File: src/rtl/mod_add_const_rr_arb_if.sv
// rtl/mod_add_const_rr_arb_if.sv - request/result handshake bundle for the shared modular adder
interface mod_add_const_rr_arb_if #(
  parameter int unsigned NUM_REQ   = 4,
  parameter int unsigned OPA_WIDTH = 18,
  parameter int unsigned TAG_W     = $clog2(NUM_REQ)
) ();

  // Requester side: one valid/ready pair per digit lane, operands packed by lane index.
  logic [NUM_REQ-1:0]           req_valid;
  logic [NUM_REQ*OPA_WIDTH-1:0] req_data;
  logic [NUM_REQ-1:0]           req_ready;

  // Result side: single stream tagged with the owning lane.
  logic                         out_valid;
  logic                         out_ready;
  logic [TAG_W-1:0]             out_tag;
  logic [OPA_WIDTH-1:0]         out_data;

  // Lane/consumer view: drives requests and result backpressure.
  modport master (
    output req_valid,
    output req_data,
    output out_ready,
    input  req_ready,
    input  out_valid,
    input  out_tag,
    input  out_data
  );

  // Shared-adder view.
  modport slave (
    input  req_valid,
    input  req_data,
    input  out_ready,
    output req_ready,
    output out_valid,
    output out_tag,
    output out_data
  );

endinterface

File: src/rtl/mod_add_const_rr_arb.sv
// rtl/mod_add_const_rr_arb.sv - round-robin shared two-stage (a + CONST) mod MODULUS datapath
module mod_add_const_rr_arb #(
  parameter int unsigned NUM_REQ   = 4,
  parameter int unsigned OPA_WIDTH = 18,
  parameter int unsigned OUT_WIDTH = 19,
  parameter int unsigned CONST     = 0,
  parameter int unsigned MODULUS   = 262139,
  localparam int unsigned TAG_W    = $clog2(NUM_REQ)
) (
  input  logic                    clk,
  input  logic                    rst_n,
  mod_add_const_rr_arb_if.slave   bus
);

  // Stage 1: raw sum and owning lane.
  logic                 s1_valid_q, s1_valid_d;
  logic [OUT_WIDTH-1:0] s1_sum_q,   s1_sum_d;
  logic [TAG_W-1:0]     s1_tag_q,   s1_tag_d;

  // Stage 2: reduced result presented on the output stream.
  logic                 out_valid_q, out_valid_d;
  logic [OPA_WIDTH-1:0] out_data_q,  out_data_d;
  logic [TAG_W-1:0]     out_tag_q,   out_tag_d;

  // Round-robin pointer: lane that gets first look on the next accept.
  logic [TAG_W-1:0]     ptr_q, ptr_d;

  // Arbitration and flow-control nets.
  logic                 adv;
  logic                 s1_load_ok;
  logic                 grant_any;
  logic [TAG_W-1:0]     winner;
  logic                 accept;
  logic [NUM_REQ-1:0]   grant_oh;

  logic [OPA_WIDTH-1:0] req_op [NUM_REQ];

  // Lane index arithmetic modulo NUM_REQ (NUM_REQ need not be a power of two).
  function automatic logic [TAG_W-1:0] rr_add(input logic [TAG_W-1:0] base,
                                              input logic [TAG_W:0]   off);
    logic [TAG_W:0] s;
    s = {1'b0, base} + off;
    if (s >= (TAG_W+1)'(NUM_REQ)) begin
      s = s - (TAG_W+1)'(NUM_REQ);
    end
    return s[TAG_W-1:0];
  endfunction

  // Unpack the flat operand bus into one word per lane.
  genvar gi;
  generate
    for (gi = 0; gi < NUM_REQ; gi++) begin : g_op
      assign req_op[gi] = bus.req_data[gi*OPA_WIDTH +: OPA_WIDTH];
    end
  endgenerate

  // Output stage moves whenever its content is consumed or it holds nothing;
  // stage 1 may refill when empty even if the output is stalled (bubble collapse).
  assign adv        = bus.out_ready | ~out_valid_q;
  assign s1_load_ok = ~s1_valid_q | adv;

  // Round-robin search: first valid lane starting at ptr and wrapping around.
  always_comb begin
    grant_any = 1'b0;
    winner    = '0;
    for (int k = 0; k < int'(NUM_REQ); k++) begin
      if (!grant_any && bus.req_valid[rr_add(ptr_q, (TAG_W+1)'(k))]) begin
        grant_any = 1'b1;
        winner    = rr_add(ptr_q, (TAG_W+1)'(k));
      end
    end
  end

  assign accept = grant_any & s1_load_ok;

  // One-hot accept strobe toward the lanes.
  always_comb begin
    grant_oh = '0;
    if (accept) begin
      grant_oh[winner] = 1'b1;
    end
  end

  // Ready is forced low while reset is asserted so no lane sees a phantom accept.
  assign bus.req_ready = rst_n ? grant_oh : '0;

  // Next-state for the pointer: step past the lane just served, otherwise hold.
  always_comb begin
    ptr_d = ptr_q;
    if (accept) begin
      ptr_d = rr_add(winner, (TAG_W+1)'(1));
    end
  end

  // Next-state for stage 1: load on accept, drain when passing into stage 2, else hold.
  always_comb begin
    s1_valid_d = s1_valid_q;
    s1_sum_d   = s1_sum_q;
    s1_tag_d   = s1_tag_q;
    if (accept) begin
      s1_valid_d = 1'b1;
      s1_sum_d   = OUT_WIDTH'(req_op[winner]) + OUT_WIDTH'(CONST);
      s1_tag_d   = winner;
    end else if (adv) begin
      s1_valid_d = 1'b0;
    end
  end

  // Next-state for stage 2: a single conditional subtract reduces any in-range sum.
  always_comb begin
    out_valid_d = out_valid_q;
    out_data_d  = out_data_q;
    out_tag_d   = out_tag_q;
    if (adv) begin
      out_valid_d = s1_valid_q;
      out_tag_d   = s1_tag_q;
      out_data_d  = OPA_WIDTH'((s1_sum_q >= OUT_WIDTH'(MODULUS))
                               ? (s1_sum_q - OUT_WIDTH'(MODULUS))
                               : s1_sum_q);
    end
  end

  // State registers; reset discards anything in flight.
  always_ff @(posedge clk or negedge rst_n) begin
    if (!rst_n) begin
      ptr_q       <= '0;
      s1_valid_q  <= 1'b0;
      s1_sum_q    <= '0;
      s1_tag_q    <= '0;
      out_valid_q <= 1'b0;
      out_data_q  <= '0;
      out_tag_q   <= '0;
    end else begin
      ptr_q       <= ptr_d;
      s1_valid_q  <= s1_valid_d;
      s1_sum_q    <= s1_sum_d;
      s1_tag_q    <= s1_tag_d;
      out_valid_q <= out_valid_d;
      out_data_q  <= out_data_d;
      out_tag_q   <= out_tag_d;
    end
  end

  assign bus.out_valid = out_valid_q;
  assign bus.out_data  = out_data_q;
  assign bus.out_tag   = out_tag_q;

endmodule

File: src/flat_wrapper.sv
// flat-port wrapper written by rule: the top's interface ports become plain ports
module mod_add_const_rr_arb_flat 
#(
  parameter int unsigned NUM_REQ   = 4,
  parameter int unsigned OPA_WIDTH = 18,
  parameter int unsigned OUT_WIDTH = 19,
  parameter int unsigned CONST     = 0,
  parameter int unsigned MODULUS   = 262139,
  localparam int unsigned TAG_W    = $clog2(NUM_REQ)
)
  (clk, rst_n, bus_req_valid, bus_req_data, bus_out_ready, bus_req_ready, bus_out_valid, bus_out_tag, bus_out_data);
  mod_add_const_rr_arb_if #(.NUM_REQ(NUM_REQ), .OPA_WIDTH(OPA_WIDTH)) bus_i ();
  input  logic clk;
  input  logic rst_n;
  input wire logic [$bits(bus_i.req_valid)-1:0] bus_req_valid;
  input wire logic [$bits(bus_i.req_data)-1:0] bus_req_data;
  input wire logic [$bits(bus_i.out_ready)-1:0] bus_out_ready;
  output wire logic [$bits(bus_i.req_ready)-1:0] bus_req_ready;
  output wire logic [$bits(bus_i.out_valid)-1:0] bus_out_valid;
  output wire logic [$bits(bus_i.out_tag)-1:0] bus_out_tag;
  output wire logic [$bits(bus_i.out_data)-1:0] bus_out_data;
  assign bus_i.req_valid = bus_req_valid;
  assign bus_i.req_data = bus_req_data;
  assign bus_i.out_ready = bus_out_ready;
  assign bus_req_ready = bus_i.req_ready;
  assign bus_out_valid = bus_i.out_valid;
  assign bus_out_tag = bus_i.out_tag;
  assign bus_out_data = bus_i.out_data;
  mod_add_const_rr_arb #(.NUM_REQ(NUM_REQ), .OPA_WIDTH(OPA_WIDTH), .OUT_WIDTH(OUT_WIDTH), .CONST(CONST), .MODULUS(MODULUS)) u_core (.clk(clk), .rst_n(rst_n), .bus(bus_i));
endmodule
File: config.mk
export PLATFORM = sky130hd
export DESIGN_NAME = mod_add_const_rr_arb_flat
export DESIGN_NICKNAME = d
export VERILOG_FILES = /design/src/rtl/mod_add_const_rr_arb_if.sv /design/src/rtl/mod_add_const_rr_arb.sv /design/src/flat_wrapper.sv
export SDC_FILE = /design/constraint.sdc
export NUM_CORES = 1
export LEC_CHECK = 0
export CAP_MARGIN = 20
export CORE_UTILIZATION = 38
export CTS_CLUSTER_SIZE = 12
export DETAILED_ROUTE_END_ITERATION = 8
export GPL_TIMING_DRIVEN = 0
export PLACE_DENSITY = 0.85
export SLEW_MARGIN = 20
export SYNTH_ARGS = -nofsm -noshare
export SYNTH_HDL_FRONTEND = slang
export SYNTH_SLANG_ARGS = --single-unit
File: constraint.sdc
create_clock -name clk -period 1.9 [get_ports clk]
set_input_delay 0.475 -clock clk [delete_from_list [all_inputs] [get_ports clk]]
set_output_delay 0.475 -clock clk [all_outputs]
set_load 0.005 [all_outputs]
==> results of run 1 <==
report_power, final:
part	internal (uW)	switching, uW	leakage, uW
clock	390	309	0.0000552
sequential	1280	308	0.000537
combinational	1020	775	0.00107
total	2690	1390	0.00166
state kept, by name, summed over array words and instances, names as in the netlist:
register / flops
u_core.bus.out_data: 18
u_core.s1_sum_q: 18
u_core.bus.out_tag: 2
u_core.ptr_q: 2
u_core.s1_tag_q: 2
u_core.bus.out_valid: 1
u_core.s1_valid_q: 1
per-layer routing:
metal	GRT usage, %	vias up	part of all wire, %	wire length (microns)
met3	3.89	12	5.7	387
li1	-	1053	-	-
met1	26.6	1072	41	2780
met5	0	-	0	0
met4	9.46	0	2.1	140
met2	38.0	96	51	3460
cell type report:
type                            instances  area, sq um
Inverter                                5         18.8
Buffer                                 13         86.3
Clock inverter                          2         35.0
Timing Repair Buffer                  112         1060
Clock buffer                            6         72.6
Tap cell                               72         90.1
Multi-Input combinational cell        161         1180
Fill cell                             485         2020
Sequential cell                        44         1100
cells by family (layout without fill, tap and decap cells):
| logic type | count (synthesis) | count (layout) | synth area share [%] |
|---|---|---|---|
| xor gates and xnor gates | 2 | 2 | 0.761 |
| buffers and inverters | 20 | 138 | 4.24 |
| AOI/OAI and AO/OA | 47 | 47 | 15.8 |
| and+or+nand+nor | 74 | 74 | 14.7 |
| adders and majority gates | 1 | 1 | 0.544 |
| muxes | 37 | 37 | 16.1 |
| DFF | 44 | 44 | 47.9 |
path summary, 6_finish.rpt:
| kind | end | slack, ns | cells past startpoint |
|---|---|---|---|
| max | bus_req_ready[3] | -0.32 | 5 |
| min | u_core.bus.out_tag[0] | 0.11 | 1 |
| max reg2reg | u_core.s1_sum_q[12] | 0.08 | 6 |
| min reg2reg | u_core.bus.out_data[14] | 0.48 | 2 |
| max in group asynchronous | u_core.s1_sum_q[5] | 1.29 | 2 |
| min in group clk | u_core.s1_valid_q | 0.48 | 3 |
stage by stage:
| stage | TNS [ns] | hold slack (ns) | total power, uW | instances |
|---|---|---|---|---|
| final | -1.18 | 0.113 | 4080 | 415 |
| after floorplan | 0 | 0.179 | 2380 | 225 |
| after CTS | -1.13 | 0.119 | 3950 | 411 |
| after global routing | -1.65 | 0.133 | 4300 | 415 |
| after detailed placement | -14.40 | 0.438 | 3170 | 401 |
| after global placement | -51.74 | 0.456 | 3100 | 400 |
timing repair:
action,CTS,global route
resized for setup,38,21
endpoints found under the setup margin,26,18
setup buffers,4,4
pin swaps,6,5
hold endpoints to repair,0,0
cell usage after synthesis, drive strengths merged (2+ instances only):
| cell type | count |
|---|---|
| nor2b | 2 |
| nor2 | 6 |
| clkbuf | 3 |
| dfrtp | 44 |
| a22o | 8 |
| nor3 | 2 |
| nand4 | 2 |
| buf | 12 |
| o221ai | 18 |
| xnor2 | 2 |
| a21oi | 4 |
| nand2b | 4 |
| inv | 5 |
| o21ai | 11 |
| nand3 | 2 |
| nand2 | 51 |
| a221oi | 2 |
| mux2i | 37 |
| nor4 | 2 |
==> run summary, run 1 <==
Number of max-cap violations: 0
Via density: 5.38
GRT Overall Usage: 22.0%
Syn. warnings: 0
Worst path top cell family by delay: simple AND/OR/NAND/NOR gates
Fin worst setup slack: -0.318 ns
Total wire length: 6.77 mm
Die Span X: 79.8 microns
Crit path DAT: 1.74 ns
CP Launch Type: flop
Final Slew Violations: 0
Vias in the first global route: 2231
Leak: 0.00166 uW
Syn Area/Cell: 10.2 sq um
Core Util, Final: 64.3%
Number of remaining DRC errors: 0
Kind of critical path: flop to primary output
CP Buf/Inv Count: 1
Fin Clk Skew: 0.00453 ns
Initial antenna violation count: 0
H-tree levels: 2
Failing checks: setup timing
Diodes inserted: 0
Final period util: 117%
Max Freq: 451 MHz
Post-synth design cell area: 2300 sq um
Tmin final: 2.22 ns
Mean routed wirelength per cell: 16.3 microns
Critical Path Max Stage Delay: 0.48 ns
Worst reg2reg path startpoint: u_core.ptr_q[1]
I/O Buffers: 103
Main synth FF type: dfrtp_1
Post-synth ARST share: 100%
Worst slack, placed: -1.18 ns
CTS tree: yes
Fin area: 3650 sq um
Most area-consuming cells after synthesis: dfrtp_1 (48%), mux2i_1 (16%), nand2_1 (8.0%)
DRT antenna net count: 0
Largest net degree at the start of global routing: 29
Status: finished, violations left
Most frequent cells in the layout: clkdlybuf4s50_1 (93), nand2_1 (49), dfrtp_1 (43)
Core Area: 5680 sq um
Share of the synthesized area in the top cell type: 47.9%
Clock Path Buffers: 2
Synthesized netlist cell count: 225
Die H: 79.8 microns
Crit-path cells: a21oi_2, nor3_1, or3_1, nor2_1, buf_2
Clock sink count: 44
Cell taking the most area after synthesis: dfrtp_1
Seq cells post-synth: 44
Measured slew at the worst slew-check pin: 0.444 ns
Die area: 6370 sq um
Final hold vios: 0
Syn nets: 305
Nets: 422
Drt first pass iters: 4
Gpl congestion: 0.870
Root buffer cell: clkbuf_8
Gr ovfl total: 0
Max FO, Critical Path: 5
RSZ-0062 raised after global routing: true
IO Pins: 104
CP Launch Point: u_core.ptr_q[1]
CTS Hold Buffers Added: 0
Crit path capture type: primary output
Area delta synth->final: 58.7%
Row count: 27
Via count: 2233
Proportion of layout cells with a drive suffix above 1: 16.0%
Clock latency on the worst-skew pair: 0.30 ns
Final-report setup violation count: 4
Yosys cell types: 34
Slowest CP cell: or3_1
Clk slew on worst S/H paths: 0.08 ns
Hold Path Class: primary input to async pin
Placed inst area: 3440 sq um
Required time worst endpoint: 1.42 ns
First-pass GRT wire length: 10.6 mm
Cell Pwr Density: 1120 nW/um^2
Commonest non-fill, non-tap cell in the layout: clkdlybuf4s50_1
Max transition margin: 70.1%
Sequential element share of the synthesized area: 47.9%
Num CTS Buffers: 5
Initial core utilization: 40.5%
Post-DP HPWL: 5.08 mm
DR iter-0 viols: 130
Max IR drop VDD: 620 uV
Post-synth EDFFs: 0
No activity file was read; power rests on OpenSTA's default activity.
==> run 2, diff against run 1 <==
ABC_CLOCK_PERIOD_IN_PS = 1900   (was not set)
==> results of run 2 <==
The final DEF is identical to that of run 1; final timing and power are the same.
==> run 3, diff against run 2 <==
PLACE_DENSITY = 0.77   (was 0.85)
SKIP_LAST_GASP = 1   (was not set)
==> run 3 against run 2 <==
The flow still finishes with violations (setup timing). Global-route usage decreased by 0.081 points. Clock skew decreased by 0.0015 ns. Utilization increased by 0.40 points. Sequential share of layout area decreased by 0.19 points. Power decreased by 2.5%. Largest cell class unchanged. Largest power group unchanged.
==> run summary, run 3 (synthesis gave the netlist of run 1 again) <==
Status: finished, violations left
Failing checks: setup timing
Die area: 6370 sq um (unchanged)
CTS Hold Buffers Added: 0 (unchanged)
Area delta synth->final: 59.7%
Final period util: 119% (+2.2 points)
Nets: 424 (+0.47%)
Num CTS Buffers: 5 (unchanged)
Largest net degree at the start of global routing: 26 (-10%)
Max transition margin: 57.4% (-13 points)
Via count: 2226 (-0.31%)
Clock Path Buffers: 2 (unchanged)
Switching share of power: 35.0% (+0.86 points)
Max FO, Critical Path: 4 (-1)
Initial core utilization: 40.5% (unchanged)
WHS: 0.194 ns (+0.0812 ns)
Max Freq: 443 MHz (-1.9%)
Kind of critical path: flop to primary output
CP Launch Type: flop
Vias in the first global route: 2181 (-2.2%)
Root buffer cell: clkbuf_8
P_int: 2590 uW (-3.8%)
Die H: 79.8 microns (unchanged)
Diodes inserted: 0 (unchanged)
Initial antenna violation count: 0 (unchanged)
Measured slew at the worst slew-check pin: 0.640 ns (+0.195 ns)
Seq pwr share: 39.6% (+0.8 points)
Crit path capture type: primary output
Drt first pass iters: 4 (unchanged)
Clk slew on worst S/H paths: 0.08 ns (about the same)
Leak: 0.00166 uW (+0.16%)
Die Span X: 79.8 microns (unchanged)
Tmin final: 2.26 ns (+0.0418 ns)
Max IR drop VDD: 556 uV (-10%)
Proportion of layout cells with a drive suffix above 1: 15.9% (-0.093 points)
Final hold vios: 0 (unchanged)
First-pass GRT wire length: 10.5 mm (-1.3%)
Comb pwr share: 44.9% (+0.8 points)
Most frequent cells in the layout: clkdlybuf4s50_1 (93), nand2_1 (49), dfrtp_1 (43)
GRT Overall Usage: 21.9% (-0.081 points)
Mean routed wirelength per cell: 16.5 microns (+1.3%)
Fin worst setup slack: -0.359 ns (-0.0418 ns)
Core Util, Final: 64.7% (+0.40 points)
IO Pins: 104 (unchanged)
Via density: 5.34 (-0.79%)
Sw Pwr: 1390 uW (about the same)
Clock Power Share: 15.4% (-1.7 points)
Post-DP HPWL: 5.01 mm (-1.4%)
Gpl congestion: 0.827 (-4.9%)
Crit path DAT: 1.78 ns (+0.04 ns)
Number of max-cap violations: 0 (unchanged)
Clock latency on the worst-skew pair: 0.29 ns (about the same)
Cell Pwr Density: 1080 nW/um^2 (-3.1%)
Final Slew Violations: 0 (unchanged)
CTS tree: yes
H-tree levels: 2 (unchanged)
Gr ovfl total: 0 (unchanged)
Commonest non-fill, non-tap cell in the layout: clkdlybuf4s50_1
DR iter-0 viols: 75 (-42%)
Hold Path Class: primary input to async pin
DRT antenna net count: 0 (unchanged)
Core Area: 5680 sq um (unchanged)
Final-report setup violation count: 4 (unchanged)
RSZ-0062 raised after global routing: true
Clock sink count: 44 (unchanged)
Total power: 3980 uW (-2.5%)
Row count: 27 (unchanged)
Required time worst endpoint: 1.42 ns (about the same)
Fin Clk Skew: 0.00308 ns (-0.00145 ns)
I/O Buffers: 103 (unchanged)
Number of remaining DRC errors: 0 (unchanged)
Total wire length: 6.89 mm (+1.8%)
-- run 3: repair_timing --
action | 4_1_cts | 5_1_grt
setup endpoints to repair | 25 | 14
pin swaps | 9 | 3
buffers inserted | 7 | 3
resized for setup | 43 | 11
-- run 3: area by class of cell --
class                      count  area, sq um
tap                           72         90.1
fill                         474         2000
clock buffer                   7         86.3
sequential                    44         1100
buffer                        13         80.1
clock inverter                 1         7.51
multi-input combinational    161         1190
inverter                       5         18.8
timing repair buffer         114         1090
-- run 3: critical path: stages, from the launching register on --
cell and delay, ns:
dfrtp_1 0.39, inv_2 0.08, a221oi_4 0.29, o22ai_2 0.12
buf_6 0.14, or2_1 0.22, nor2_1 0.12, buf_2 0.13
-- run 3: worst paths after layout --
path                                        from               endpoint  slack (ns)  cells after the start
max in group asynchronous                  rst_n        u_core.ptr_q[1]        1.17                      2
setup / recovery                 u_core.ptr_q[0]       bus_req_ready[1]       -0.36                      7
hold reg to reg            u_core.bus.out_tag[1]  u_core.bus.out_tag[1]        0.48                      2
setup reg to reg                 u_core.ptr_q[0]     u_core.s1_sum_q[0]        0.01                      8
min in group clk           u_core.bus.out_tag[1]  u_core.bus.out_tag[1]        0.48                      2
hold / removal                             rst_n    u_core.s1_sum_q[15]        0.19                      1
-- run 3: power groups by stage --
stage                     logic (uW)  registers, uW  clock network (uW)
after floorplan                  888           1500                   0
after global placement          1550           1560                   0
after detailed placement        1600           1570                   0
after CTS                       1700           1560                 616
after global routing            1940           1610                 655
final                           1790           1580                 613
-- run 3: routing by layer --
layer	track usage (%)	up-vias	wire length, microns
met5	0	-	0
met4	8.75	0	168
met3	4.46	16	470
met2	36.8	110	3520
met1	27.3	1044	2730
li1	-	1056	-
-- run 3: metrics by stage --
step | setup WS (ns) | cell area, sq um | setup TNS [ns] | instances
global placement | -1.90 | 3420 | -52.65 | 400
floorplan | 0.00557 | 2300 | 0 | 225
finish | -0.359 | 3670 | -1.26 | 417
global route | -0.395 | 3670 | -1.89 | 417
detailed placement | -1.21 | 3450 | -14.51 | 401
CTS | -0.313 | 3600 | -1.05 | 414
